==> src/rtl/sequence_tx_pkg.sv <==
// Shared constants for the sequence transmitter and its matching detector.
package sequence_tx_pkg;

    // Default pattern: 5 bits, transmitted MSB first.
    localparam int          DEFAULT_WIDTH = 5;
    localparam logic [4:0]  DEFAULT_CODE  = 5'b10110;

    // FSM state encoding shared by the transmitter and detector.
    typedef enum logic [1:0] {
        IDLE = 2'd0,
        SEND = 2'd1,
        DONE = 2'd2
    } state_e;

endpackage

==> src/rtl/sequence_tx_counter.sv <==
// Bit pointer within a frame and remaining-frame counter for one burst.
module sequence_tx_counter
    import sequence_tx_pkg::*;
#(
    parameter int WIDTH = DEFAULT_WIDTH
) (
    input  logic                     clk,
    input  logic                     reset,
    input  logic                     clear_i,
    input  logic [3:0]               load_i,
    input  logic                     step_i,
    output logic [$clog2(WIDTH)-1:0] bit_idx_o,
    output logic                     last_bit_o,
    output logic                     last_frame_o
);

    localparam int IW = $clog2(WIDTH);
    localparam logic [IW-1:0] LAST_IDX = IW'(WIDTH - 1);

    logic [IW-1:0] bit_idx_q, bit_idx_d;
    logic [3:0]    frames_left_q, frames_left_d;

    assign last_bit_o   = (bit_idx_q == LAST_IDX);
    assign last_frame_o = (frames_left_q == 4'd0);
    assign bit_idx_o    = bit_idx_q;

    // Next pointer: clear wins over step; frames wrap with no gap bit.
    always_comb begin
        bit_idx_d     = bit_idx_q;
        frames_left_d = frames_left_q;
        if (clear_i) begin
            bit_idx_d     = '0;
            frames_left_d = load_i;
        end else if (step_i) begin
            if (last_bit_o) begin
                bit_idx_d = '0;
                if (!last_frame_o) begin
                    frames_left_d = frames_left_q - 4'd1;
                end
            end else begin
                bit_idx_d = bit_idx_q + 1'b1;
            end
        end
    end

    // Counter registers with asynchronous active-low reset.
    always_ff @(posedge clk or negedge reset) begin
        if (!reset) begin
            bit_idx_q     <= '0;
            frames_left_q <= 4'd0;
        end else begin
            bit_idx_q     <= bit_idx_d;
            frames_left_q <= frames_left_d;
        end
    end

endmodule

==> src/rtl/sequence_tx.sv <==
// Serial pattern transmitter: sends CODE MSB first, repeat_cnt+1 times per
// burst, advancing one bit per en strobe, then pulses done for one cycle.
//
// Handshake: start is accepted only in IDLE (abort has priority); once
// accepted, valid=1 marks y as a pattern bit and each cycle with en=1 consumes
// that bit. All outputs decode from registered state only.
module sequence_tx
    import sequence_tx_pkg::*;
#(
    parameter int               WIDTH = DEFAULT_WIDTH,
    parameter logic [WIDTH-1:0] CODE  = WIDTH'(DEFAULT_CODE)
) (
    input  logic       clk,
    input  logic       reset,
    input  logic       en,
    input  logic       start,
    input  logic [3:0] repeat_cnt,
    input  logic       abort,
    output logic       y,
    output logic       valid,
    output logic       busy,
    output logic       done,
    output state_e     dbg_state
);

    localparam int IW = $clog2(WIDTH);
    localparam logic [IW-1:0] LAST_IDX = IW'(WIDTH - 1);

    state_e        state_q, state_d;
    logic          cnt_clear, cnt_step;
    logic [IW-1:0] bit_idx;
    logic [IW-1:0] code_idx;
    logic          last_bit, last_frame;

    sequence_tx_counter #(
        .WIDTH (WIDTH)
    ) u_counter (
        .clk          (clk),
        .reset        (reset),
        .clear_i      (cnt_clear),
        .load_i       (repeat_cnt),
        .step_i       (cnt_step),
        .bit_idx_o    (bit_idx),
        .last_bit_o   (last_bit),
        .last_frame_o (last_frame)
    );

    // Next-state and counter control.
    always_comb begin
        state_d   = state_q;
        cnt_clear = 1'b0;
        cnt_step  = 1'b0;
        case (state_q)
            IDLE: begin
                if (start && !abort) begin
                    state_d   = SEND;
                    cnt_clear = 1'b1;
                end
            end
            SEND: begin
                if (abort) begin
                    state_d = IDLE;
                end else if (en) begin
                    cnt_step = 1'b1;
                    if (last_bit && last_frame) begin
                        state_d = DONE;
                    end
                end
            end
            DONE: begin
                state_d = IDLE;
            end
            default: begin
                state_d = IDLE;
            end
        endcase
    end

    // State register with asynchronous active-low reset.
    always_ff @(posedge clk or negedge reset) begin
        if (!reset) begin
            state_q <= IDLE;
        end else begin
            state_q <= state_d;
        end
    end

    // Moore output decode from state and bit pointer.
    always_comb begin
        code_idx = LAST_IDX - bit_idx;
        y        = 1'b0;
        valid    = 1'b0;
        busy     = 1'b0;
        done     = 1'b0;
        case (state_q)
            SEND: begin
                y     = CODE[code_idx];
                valid = 1'b1;
                busy  = 1'b1;
            end
            DONE: begin
                busy = 1'b1;
                done = 1'b1;
            end
            default: begin
                y = 1'b0;
            end
        endcase
    end

    assign dbg_state = state_q;

endmodule

==> config.mk <==
export PLATFORM = sky130hd
export DESIGN_NAME = sequence_tx
export DESIGN_NICKNAME = d
export VERILOG_FILES = /design/src/rtl/sequence_tx_pkg.sv /design/src/rtl/sequence_tx_counter.sv /design/src/rtl/sequence_tx.sv
export SDC_FILE = /design/constraint.sdc
export NUM_CORES = 1
export LEC_CHECK = 0
export BUFFER_PORTS_ARGS = -buffer_cell sky130_fd_sc_hd__buf_2
export CAP_MARGIN = 20
export CORE_AREA = 4 4 41 43
export CTS_CLUSTER_DIAMETER = 80
export DETAILED_ROUTE_END_ITERATION = 10
export DIE_AREA = 0 0 45 47
export PLACE_DENSITY = 0.74
export SLEW_MARGIN = 20
export SYNTH_ARGS = -nofsm -noshare
export SYNTH_HDL_FRONTEND = slang
export SYNTH_SLANG_ARGS = --single-unit
==> constraint.sdc <==
create_clock -name clk -period 2.88 [get_ports clk]
set_clock_uncertainty 0.1 [all_clocks]
set_input_delay 0.288 -clock clk [delete_from_list [all_inputs] [get_ports clk]]
set_output_delay 0.288 -clock clk [all_outputs]
set_load 0.01 [all_outputs]
Yosys cells after proc, flatten, opt, wreduce, memory -nomap -nowiden:

Memory sizes are Yosys's and may differ from the RTL's.
Cells that the tools add are included.

* bits in registers: 9
* memory bits (read-only): 8
* input bits: 9
* word-level logic and storage cells: 47
* memories kept: 1

Memory list
* (no name shown): words 8, width 1, rd ports 1, clocked after Yosys merged registers in 0, write ports 0, RTL line sequence_tx.sv:97 `y = CODE[code_idx];`

* add/subtract/negate cells: 3
* order comparisons: 1
* eq/ne operators: 7
* multiplexer cells: 22
* reduce and logical (&&, ||, !) cells: 10

Operators by type and width (count)
* $mux W4: 4
* $mux W1: 10
* $mux W3: 3
* $mux W2: 4
* $ne A3 B3 Y1 const B: 2
* $reduce_and A3 Y1: 2
* $logic_not A4 Y1: 1
* $lt A3 B4 Y1 const B: 1
* $ne A2 B2 Y1 const B: 2
* $pmux W2 S2: 1
* $reduce_bool A2 Y1: 2
* $sub A4 B1 Y4 const B: 1
* $add A3 B1 Y3 const B: 1
* $eq A3 B3 Y1 const B: 1
* $sub A3 B3 Y3 const A: 1
* $eq A2 B1 Y1 const B: 1
* $eq A2 B2 Y1 const B: 1
* $logic_and A1 B1 Y1: 2
* $logic_not A2 Y1: 1
* $reduce_or A2 Y1: 1
* $logic_not A1 Y1: 1

Depth between registers and ports, before layout:

Gate-level depths: netlist (run 1).

* word-level depth: 6
* mapped depth: 7
* gate-level depth less buffers: 7

Hierarchy:

Synthesis (run 1) repeated with hierarchy kept, for this count alone.

* cell total of the unflattened synthesis: 71
* area total of the unflattened synthesis: 648.1 um^2

By module, submodules not included
* sequence_tx_counter: times used 1, cells an instance 46, area an instance 424.2 um^2
* sequence_tx: times used 1, cells an instance 25, area an instance 224.0 um^2

Worst setup path before layout (run 1):

Ideal clock, no wire load.

* path kind: register to register
* start: register state_q[1], in the netlist dbg_state[1]
* end: register u_counter.frames_left_q[1]
* data arrival time: 1451 ps
* data required time: 2655 ps
* path slack: 1204 ps
* stages on the path, launching flop included: 7
* path buffers: 0
* clock period less this slack: 1676 ps
* path through: dfrtp_1 -> inv_1 -> ha_1 -> nand3_1 -> nor3_1 -> mux2i_1 -> mux2_2

* cells in the longest elaborated chain, start to end: 4

Ends and longest elaborated chain
* start: declaration: RTL line sequence_tx.sv:29 `state_e state_q, state_d;`
* start signal: assignment: RTL line sequence_tx.sv:84 `state_q <= state_d;`
* $logic_not A2 Y1 / $eq A2 B1 Y1 (equally long branches): RTL line sequence_tx.sv:53 `case (state_q)`
* $mux W1: RTL line sequence_tx.sv:53
* $ne A2 B2 Y1 (no line) / $reduce_bool A2 Y1 (equally long branches)
* $reduce_and A3 Y1 (no line)
* end signal: assignment: RTL line sequence_tx_counter.sv:53 `frames_left_q <= frames_left_d;`
* end: declaration: RTL line sequence_tx_counter.sv:21 `logic [3:0] frames_left_q, frames_left_d;`

Several ways; a longest one is shown, not always the timed one.
A chain may end at the register's enable or synchronous reset.

Final worst setup path (run 1):

* start: register u_counter.bit_idx_q[0], in the netlist u_counter.bit_idx_o[0]
* end: output port y

* cells in the longest elaborated chain, start to end: 4

Ends and longest elaborated chain
* start: declaration: RTL line sequence_tx_counter.sv:20 `logic [IW-1:0] bit_idx_q, bit_idx_d;`
* start signal: assignment: RTL line sequence_tx_counter.sv:52 `bit_idx_q <= bit_idx_d;`
* $sub A3 B3 Y3: RTL line sequence_tx.sv:90 `code_idx = LAST_IDX - bit_idx;`
* $mem_v2 Z8 W1
* $mux W1 (not written as such): RTL line sequence_tx.sv:97
* $mux W1: RTL line sequence_tx.sv:95 `case (state_q)`
* end: declaration: RTL line sequence_tx.sv:19 `output logic y,`

No other way between the ends. The select of a mux whose other input is x is not followed.

==> metrics.cfg, run 1 <==
[worst_setup_path]
crit_chain = inv_1 -> ha_1 -> ha_1 -> o21a_1 -> buf_2
critPathMaxFanout = 5
rr_worst_depth = 7
cp-startpoint = u_counter.bit_idx_o[0]$_DFFE_PN0P_
path_common_cell = ha_1
critical_path.endpoint = y
worstReg2RegEnd = u_counter.frames_left_q[1]$_DFFE_PN0P_
critPathSlowestCell = dfrtp_1
critPathCaptureType = output port
required_ps = 2490
max_stage_delay_ps = 430
worstSetupStartpointType = register
rrSetupSlack_ps = 1040
rr_startpoint = u_counter.bit_idx_o[0]$_DFFE_PN0P_
setup.worst_path.class = register to output port
crit_arrival_ps = 1520

[synth]
synth.avg_cell_area_um2 = 9.40
synth_nets = 90
synthesis.area_um2 = 677
ys_seq_area_frac = 0.333
syn_inst = 72
synth_cell_type_count = 29
ys_ff_latch = 9
ys.warnings.count = 0

[layout]
nNetsFinal = 109
final_common_cell = buf_2
finalNonFillerCells = 105
drive_above_1_share = 0.244
num_antenna_cells = 0
syn_to_final_growth_pct = 16.8
fillers = 119
fin_util = 0.608
layout_common_cells = buf_2 (14), inv_1 (9), ha_1 (9), dfrtp_1 (9), a21oi_1 (6)

[routing]
avgViaCountPerCell = 5.33
drc = 0
drt-pass1-iter-count = 3
drt_iter0_markers = 6
detail-route-antenna-nets = 0
wl_um = 1300
vias = 560
routedWlPerCell_um = 12.4

[timing]
rsz0062_at_grt = false
period_needed_ps = 1910
fin_setup_tns_ps = 0
hold_viol = 0
slew-limit-headroom = 0.727
fin_ws_ps = 975
fmax_mhz = 525
setup_viol = 0
fin_crit_sh = 0.661
slew_viol_final = 0
tightest_slew_ps = 410

[clock_tree]
numCtsBuffers = 3
clock_path_buffers = 2
cts.reportedPaths.clkPinSlew_ps = 60
cts_root_buf = clkbuf_4
clk_latency_ps = 260
cts_sinks = 9
cts_tree = built
cts_max_level = 1

[global_route]
gr-total-overflow = 0
grt_pass1_vias = 557
grt_pass1_wl_um = 2300
grt_max_degree = 13
antenna_found_initial = 0
grt.total_usage = 0.151

[outcome]
outcome = finished, final reports clean

[placed_design]
place.gp.congestion = 0.732
dp_hpwl_um = 1060
dp.cells = 100
pre_cts_ws_ps = 1040
io_buffers = 14

[floorplan]
ios = 15
initial_utilization = 0.520
coreArea_um2 = 1300
fp.dieArea_um2 = 2120
rows = 13
die_x_um = 45
fp.dieH_um = 47

[worst_hold_path]
hold_class = input pin to register

[power]
power_density_nw_per_um2 = 1010
peakVddDrop_uv = 586
p_leak_nw = 0.389

[run]
maxCapViolCount = 0

## worst min path at each step
stage                                                   to  slack (ps)     startpoint  depth (start not counted)
CTS                 u_counter.frames_left_q[1]$_DFFE_PN0P_         160  repeat_cnt[1]                          2
global placement                  dbg_state[0]$_DFFE_PN0P_          50          reset                          1
floorplan                         dbg_state[0]$_DFFE_PN0P_        -110          reset                          0
detailed placement                dbg_state[0]$_DFFE_PN0P_          50          reset                          1
global route        u_counter.frames_left_q[1]$_DFFE_PN0P_         180  repeat_cnt[1]                          2
finish              u_counter.frames_left_q[1]$_DFFE_PN0P_         170  repeat_cnt[1]                          2
## registers in the layout, summed over array words and instances (netlist names)
signal / cells
u_counter.bit_idx_o: 3
dbg_state: 2
u_counter.frames_left_q: 4
## per-layer routing
metal / global-route usage / vias up / part of all wire
met3: 0.0230 / 2 / 0.031
met1: 0.187 / 264 / 0.47
met5: 0 / - / 0
li1: - / 287 / -
met4: 0.0877 / 0 / 0.011
met2: 0.249 / 7 / 0.48
## cell families after synthesis
group | after synthesis | share of synthesized area
adders and majority gates | 9 | 0.166
xor gates and xnor gates | 1 | 0.0129
buffers and inverters | 10 | 0.0665
DFF | 9 | 0.333
AOI/OAI and AO/OA | 20 | 0.181
muxes | 3 | 0.0536
and+or+nand+nor | 20 | 0.187
## report_power, final
group          leakage (nW)  switching (W)  internal (W)
Clock                0.0150      0.0000438     0.0000533
Combinational         0.261       0.000241      0.000218
Sequential            0.113      0.0000569      0.000182
## final cells by class
cell class              instances  area [um2]  share of cell area
clock buffers                   4        26.3              0.0332
well taps                      15        18.8              0.0237
repair buffers                 15        80.1               0.101
inverters                       9        33.8              0.0427
multi-input cells              53         407               0.514
flip-flops and latches          9         225               0.285
## through the flow
step	hold WS (ps)	power, W	area (um2)
global placement	53.4	0.000691	754
floorplan	-108	0.000587	677
finish	166	0.000796	791
detailed placement	54.6	0.000706	754
global route	176	0.000885	791
CTS	161	0.000809	791
## cells in the mapped netlist
master / instances / area, um2
nand3_1: 1 / 5.00
xor2_1: 1 / 8.76
o21ai_1: 2 / 10.0
o21bai_1: 1 / 7.51
nand2_1: 2 / 7.51
a22oi_1: 1 / 7.51
o21ai_2: 1 / 8.76
o21ai_0: 5 / 25.0
o21a_1: 1 / 7.51
nand2b_1: 1 / 6.26
nand3b_1: 1 / 7.51
nor2_1: 5 / 18.8
mux2_2: 1 / 11.3
buf_6: 1 / 11.3
a32oi_1: 1 / 8.76
and3_4: 1 / 11.3
mux2_4: 1 / 15.0
ha_1: 9 / 113
inv_1: 9 / 33.8
mux2i_1: 1 / 10.0
a21oi_1: 6 / 30.0
dfrtp_1: 9 / 225
nor2b_1: 2 / 12.5
a2111oi_1: 1 / 10.0
nor3b_1: 2 / 15.0
nor3b_4: 1 / 18.8
a21o_1: 1 / 7.51
nor3_1: 3 / 15.0
and3b_1: 1 / 8.76
## repair_timing
item	CTS	global route
setup buffers	0	0
gates resized for setup	0	0
endpoints found under the hold margin	9	0
endpoints found under the setup margin	0	0
hold buffers	1	0
## worst max-delay path, delay by kind of cell, from the launching register on
kind | cells | cell delay [ps]
AO/OA/AOI/OAI | 1 | 180
buffers and inverters | 2 | 200
flip-flops | 1 | 430
adder cells (fa/ha/maj) | 2 | 470
Note: power is estimated with default switching activity, not from simulation.
==> run 2: changes to the inputs <==
--- a/config.mk
+++ b/config.mk
@@ -5,13 +5,14 @@
 export SDC_FILE = /design/constraint.sdc
 export NUM_CORES = 1
 export LEC_CHECK = 0
+export ABC_AREA = 1
 export BUFFER_PORTS_ARGS = -buffer_cell sky130_fd_sc_hd__buf_2
 export CAP_MARGIN = 20
-export CORE_AREA = 4 4 41 43
+export CORE_MARGIN = 4
+export CORE_UTILIZATION = 46
 export CTS_CLUSTER_DIAMETER = 80
 export DETAILED_ROUTE_END_ITERATION = 10
-export DIE_AREA = 0 0 45 47
-export PLACE_DENSITY = 0.74
+export PLACE_DENSITY = 0.7
 export SLEW_MARGIN = 20
 export SYNTH_ARGS = -nofsm -noshare
 export SYNTH_HDL_FRONTEND = slang
==> constraint.sdc (replaced) <==
create_clock -name clk -period 1.58 [get_ports clk]
set_clock_uncertainty 0.1 [all_clocks]
set_input_delay 0.158 -clock clk [delete_from_list [all_inputs] [get_ports clk]]
set_output_delay 0.158 -clock clk [all_outputs]
set_load 0.01 [all_outputs]
==> metrics.cfg, run 2 <==
[routing]
wl_met1_um = 601
routedWlPerCell_um = 10.6
maxUsedRoutingLayer = met4
met2_length_um = 792
avgViaCountPerCell = 4.88
drc = 0
wl_um = 1450
met3_length_um = 52
vias = 668
drt-pass1-iter-count = 4
drt_iter0_markers = 6
detail-route-antenna-nets = 0

[layout]
final_common_cell = nand2_1
largest_register_ffs = 4
regMostFlops = u_counter.frames_left_q
drive_above_1_share = 0.361
layout_common_cells = nand2_1 (34), buf_2 (14), dfrtp_1 (9)
syn_to_final_growth_pct = 33.1
num_antenna_cells = 0
finalNonFillerCells = 137
nNetsFinal = 141

[outcome]
violations = setup timing
outcome = complete, but fails checks

[timing]
fin_crit_sh = 1.07
period_needed_ps = 1700
rsz0062_at_grt = true
hold_viol = 0
tightest_slew_ps = 208
slew_viol_final = 0
fmax_mhz = 589
slew-limit-headroom = 0.862
setup_viol = 1
fin_ws_ps = -117

[clock_tree]
numCtsBuffers = 3
cts_tree = built
cts_sinks = 9
cts.reportedPaths.clkPinSlew_ps = 60
clock_path_buffers = 2
cts_root_buf = clkbuf_4
clk_latency_ps = 260
cts_max_level = 1

[floorplan]
rows = 13
fp.dieArea_um2 = 2210
ios = 15
initial_utilization = 0.512
die_x_um = 47.0
coreArea_um2 = 1370
fp.dieH_um = 47.0

[synth]
synth_cell_type_count = 15
ys.warnings.count = 0
synthTopCellsByCount = nand2_1 (34), inv_1 (10), dfrtp_1 (9), ha_1 (9), nand3_1 (8)
synth_nets = 113
synth_top_area_share = 0.322
synth_ff_type = dfrtp_1
ys_async_sr_fraction = 1.00
ys_ff_latch = 9
synthesis.area_um2 = 699
ys_seq_area_frac = 0.322
yosys-top-cells-area = dfrtp_1 (32%), nand2_1 (18%), ha_1 (16%), nand3_1 (5.7%), inv_1 (5.4%)
syn_inst = 95
synth.avg_cell_area_um2 = 7.36
synth_edf_count = 0
yosysMostFrequentCell = nand2_1
synth_top_area_cell = dfrtp_1

[worst_hold_path]
hold_class = input pin to register
min_from = repeat_cnt[3]

[worst_setup_path]
crit_chain = inv_2 -> ha_4 -> ha_4 -> a21oi_2 -> o21ai_1 -> nand2_1 -> inv_1 -> buf_2
crit_arrival_ps = 1440
rrSetupSlack_ps = 140
worstSetupStartpointType = register
setup.worst_path.class = register to output port
required_ps = 1320
path_common_cell = ha_4
critPathSlowestCell = dfrtp_1
critPathCaptureType = output port
critPathMaxFanout = 2
cp-startpoint = u_counter.bit_idx_o[0]$_DFFE_PN0P_
rr_startpoint = dbg_state[0]$_DFFE_PN0P_
max_stage_delay_ps = 390

[power]
p_leak_nw = 0.493
peakVddDrop_uv = 1120
power_density_nw_per_um2 = 1950

[run]
maxCapViolCount = 0

[placed_design]
dp_hpwl_um = 1120
io_buffers = 14
place.gp.congestion = 0.752
pre_cts_ws_ps = 37.4
dp.cells = 128

[global_route]
grt_pass1_vias = 622
gr-total-overflow = 0
grt_max_degree = 10
grt_pass1_wl_um = 2460
grt.total_usage = 0.159
antenna_found_initial = 0

run 2: cell types whose count changed in the layout (fill, tap and decap cells not counted), sizes merged, moves of 3 or more:
| cell | delta |
|---|---|
| nor3b | -3 |
| nand2 | +35 |
| nand3 | +9 |
| buf | +8 |
| inv | +3 |
| nor3 | -3 |
| o21ai | -3 |
| a21oi | -3 |
run 2: kinds of logic after synthesis:
| family | synth area share |
|---|---|
| DFF | 0.322 |
| and+or+nand+nor | 0.395 |
| AOI/OAI and AO/OA | 0.0572 |
| adders and majority gates | 0.161 |
| buffers and inverters | 0.0644 |
run 2: through the flow:
step                      hold slack [ps]  utilization  total power [W]  TNS [ps]  area [um2]
after floorplan                      -238            -          0.00112         0         699
after CTS                            85.4        0.658          0.00177      -122         898
after global routing                 99.8        0.681          0.00205      -206         931
final                                89.4        0.681          0.00182      -117         931
after global placement              -82.3        0.599          0.00141         0         818
after detailed placement            -81.7        0.599          0.00144         0         818
run 2: worst max-delay path, delay by kind of cell (launching register included):
kind | cells | cell delay, ps
AOI/OAI and AO/OA | 2 | 160
adders and majority gates | 2 | 330
buffers and inverters | 3 | 240
DFF | 1 | 390
and+or+nand+nor | 1 | 50
run 2: layout make-up:
type	count	area [um2]
multi-input cells	74	473
fillers	124	435
flip-flops and latches	9	225
repair buffers	23	140
inverters	12	47.5
clock buffers	4	26.3
well taps	15	18.8
run 2: path summary, 6_finish.rpt:
check	cells past startpoint	to
min	5	u_counter.frames_left_q[3]$_DFFE_PN0P_
min in group asynchronous	2	u_counter.bit_idx_o[0]$_DFFE_PN0P_
max in group asynchronous	2	u_counter.frames_left_q[1]$_DFFE_PN0P_
min reg2reg	2	u_counter.frames_left_q[0]$_DFFE_PN0P_
max	8	y
max reg2reg	8	u_counter.frames_left_q[2]$_DFFE_PN0P_
run 2: power by group:
group	internal (W)	leakage, nW	switching, W
registers	0.000337	0.116	0.000100
clock network	0.0000969	0.0150	0.0000739
logic	0.000564	0.361	0.000644
total	0.000998	0.493	0.000818
run 2: repair_timing:
| item | in CTS | in global routing |
|---|---|---|
| setup endpoints to repair | 1 | 7 |
| gates cloned | 0 | 0 |
| gates resized for setup | 7 | 6 |
| pin swaps | 1 | 1 |
| buffers inserted | 2 | 2 |
| hold endpoints to repair | 9 | 0 |
| hold buffers | 1 | 0 |
run 2: routing by layer:
metal	up-vias	GRT usage
met5	-	0
met1	301	0.170
met3	2	0.0690
met4	0	0.0331
met2	9	0.290
li1	356	-
==> run 3: changes to the inputs <==
--- a/config.mk
+++ b/config.mk
@@ -13,6 +13,7 @@
 export CTS_CLUSTER_DIAMETER = 80
 export DETAILED_ROUTE_END_ITERATION = 10
 export PLACE_DENSITY = 0.7
+export RECOVER_POWER = 25
 export SLEW_MARGIN = 20
 export SYNTH_ARGS = -nofsm -noshare
 export SYNTH_HDL_FRONTEND = slang
==> metrics.cfg, run 3 (synthesis gave the netlist of run 2 again) <==
[global_route]
grt_pass1_vias = 622
gr-total-overflow = 0
grt_max_degree = 10
grt.total_usage = 0.159
antenna_found_initial = 0
grt_pass1_wl_um = 2460

[layout]
drive_above_1_share = 0.352
fillers = 123
regMostFlops = u_counter.frames_left_q
final_area_um2 = 930
final_common_cell = nand2_1
syn_to_final_growth_pct = 32.9
layout_common_cells = nand2_1 (34), buf_2 (13), dfrtp_1 (9)
fin_util = 0.680
num_antenna_cells = 0
seq_area_um2 = 225
multi_input_area_um2 = 473
largest_register_ffs = 4
nNetsFinal = 141

[worst_setup_path]
worstSetupStartpointType = register
critPathMaxFanout = 2
rr_worst_depth = 8
rr_startpoint = dbg_state[0]$_DFFE_PN0P_
critPathCaptureType = output port
required_ps = 1320
setup.worst_path.class = register to output port
worstReg2RegEnd = u_counter.frames_left_q[2]$_DFFE_PN0P_
rrSetupSlack_ps = 140
crit_arrival_ps = 1440

[floorplan]
coreArea_um2 = 1370
fp.dieArea_um2 = 2210
die_x_um = 47.0
ios = 15
rows = 13
initial_utilization = 0.512
fp.dieH_um = 47.0

[outcome]
outcome = complete, but fails checks
violations = setup timing

[placed_design]
io_buffers = 14
place.gp.congestion = 0.752
dp_hpwl_um = 1120
post_dp_cell_area_um2 = 818

[timing]
hold_viol = 0
setup_viol = 1
period_needed_ps = 1700
slew_viol_final = 0
fin_crit_sh = 1.07
fmax_mhz = 589
fin_ws_ps = -117
rsz0062_at_grt = true
tightest_slew_ps = 497
slew-limit-headroom = 0.668

[clock_tree]
cts_root_buf = clkbuf_4
cts_max_level = 1
clock_path_buffers = 2
numCtsBuffers = 3
cts_tree = built
clk_latency_ps = 260
cts_sinks = 9
cts.reportedPaths.clkPinSlew_ps = 60

[worst_hold_path]
hold_class = input pin to register
min_path_cells = 5
min_from = repeat_cnt[3]
whs_endpoint = u_counter.frames_left_q[3]$_DFFE_PN0P_

[routing]
drt-pass1-iter-count = 4
avgViaCountPerCell = 4.87
wl_um = 1450
routedWlPerCell_um = 10.6
detail-route-antenna-nets = 0
vias = 667
drc = 0
drt_iter0_markers = 6

[power]
p_leak_nw = 0.490
power_density_nw_per_um2 = 1950
peakVddDrop_uv = 1120

[run]
maxCapViolCount = 0

==> run 3: metal layers <==
metal,global-route usage,vias to the layer above,wire (um)
met3,0.0690,2,52
met2,0.290,9,789
li1,-,357,-
met5,0,-,0
met1,0.170,299,600
met4,0.0331,0,6
==> run 3: repair_timing <==
| action | CTS | global route |
|---|---|---|
| pin swaps | 1 | 1 |
| hold buffers | 1 | 0 |
| setup buffers | 2 | 2 |
| setup endpoints to repair | 1 | 7 |
| hold endpoints to repair | 9 | 0 |
| gates resized for setup | 7 | 6 |
==> run 3: critical path: stages (launching register included) <==
cell and delay (ps):
dfrtp_1 390, inv_2 90, ha_4 140, ha_4 190, a21oi_2 90, o21ai_1 70
nand2_1 50, inv_1 30, buf_2 120
==> run 3: area by class of cell <==
type,instances,area share
Sequential cell,9,0.242
Inverter,12,0.0511
Tap cell,15,0.0202
Clock buffer,4,0.0283
Timing Repair Buffer,23,0.149
Multi-Input combinational cell,74,0.509
==> run 3: how the worst max path moves through the flow <==
stage	to	cells past startpoint	from
after global placement	y	8	u_counter.bit_idx_o[0]$_DFFE_PN0P_
after global routing	y	8	u_counter.bit_idx_o[0]$_DFFE_PN0P_
after floorplan	u_counter.frames_left_q[0]$_DFFE_PN0P_	7	dbg_state[1]$_DFFE_PN0P_
after CTS	y	8	u_counter.bit_idx_o[1]$_DFFE_PN0P_
after detailed placement	y	8	u_counter.bit_idx_o[0]$_DFFE_PN0P_
final	y	8	u_counter.bit_idx_o[0]$_DFFE_PN0P_
==> run 3: power by group <==
part / internal [W] / switching (W) / leakage [nW]
Combinational: 0.000564 / 0.000644 / 0.358
Clock: 0.0000969 / 0.0000739 / 0.0150
Sequential: 0.000337 / 0.000100 / 0.116
Total: 0.000997 / 0.000818 / 0.490
==> run 3: stage by stage <==
stage	instances	worst slack (ps)	TNS [ps]	hold WS [ps]	power [W]
CTS	135	-122	-122	85.4	0.00177
detailed placement	128	37.4	0	-81.7	0.00144
floorplan	95	86.5	0	-238	0.00112
finish	137	-117	-117	89.4	0.00182
global placement	128	56.5	0	-82.3	0.00141
global route	137	-206	-206	99.8	0.00205
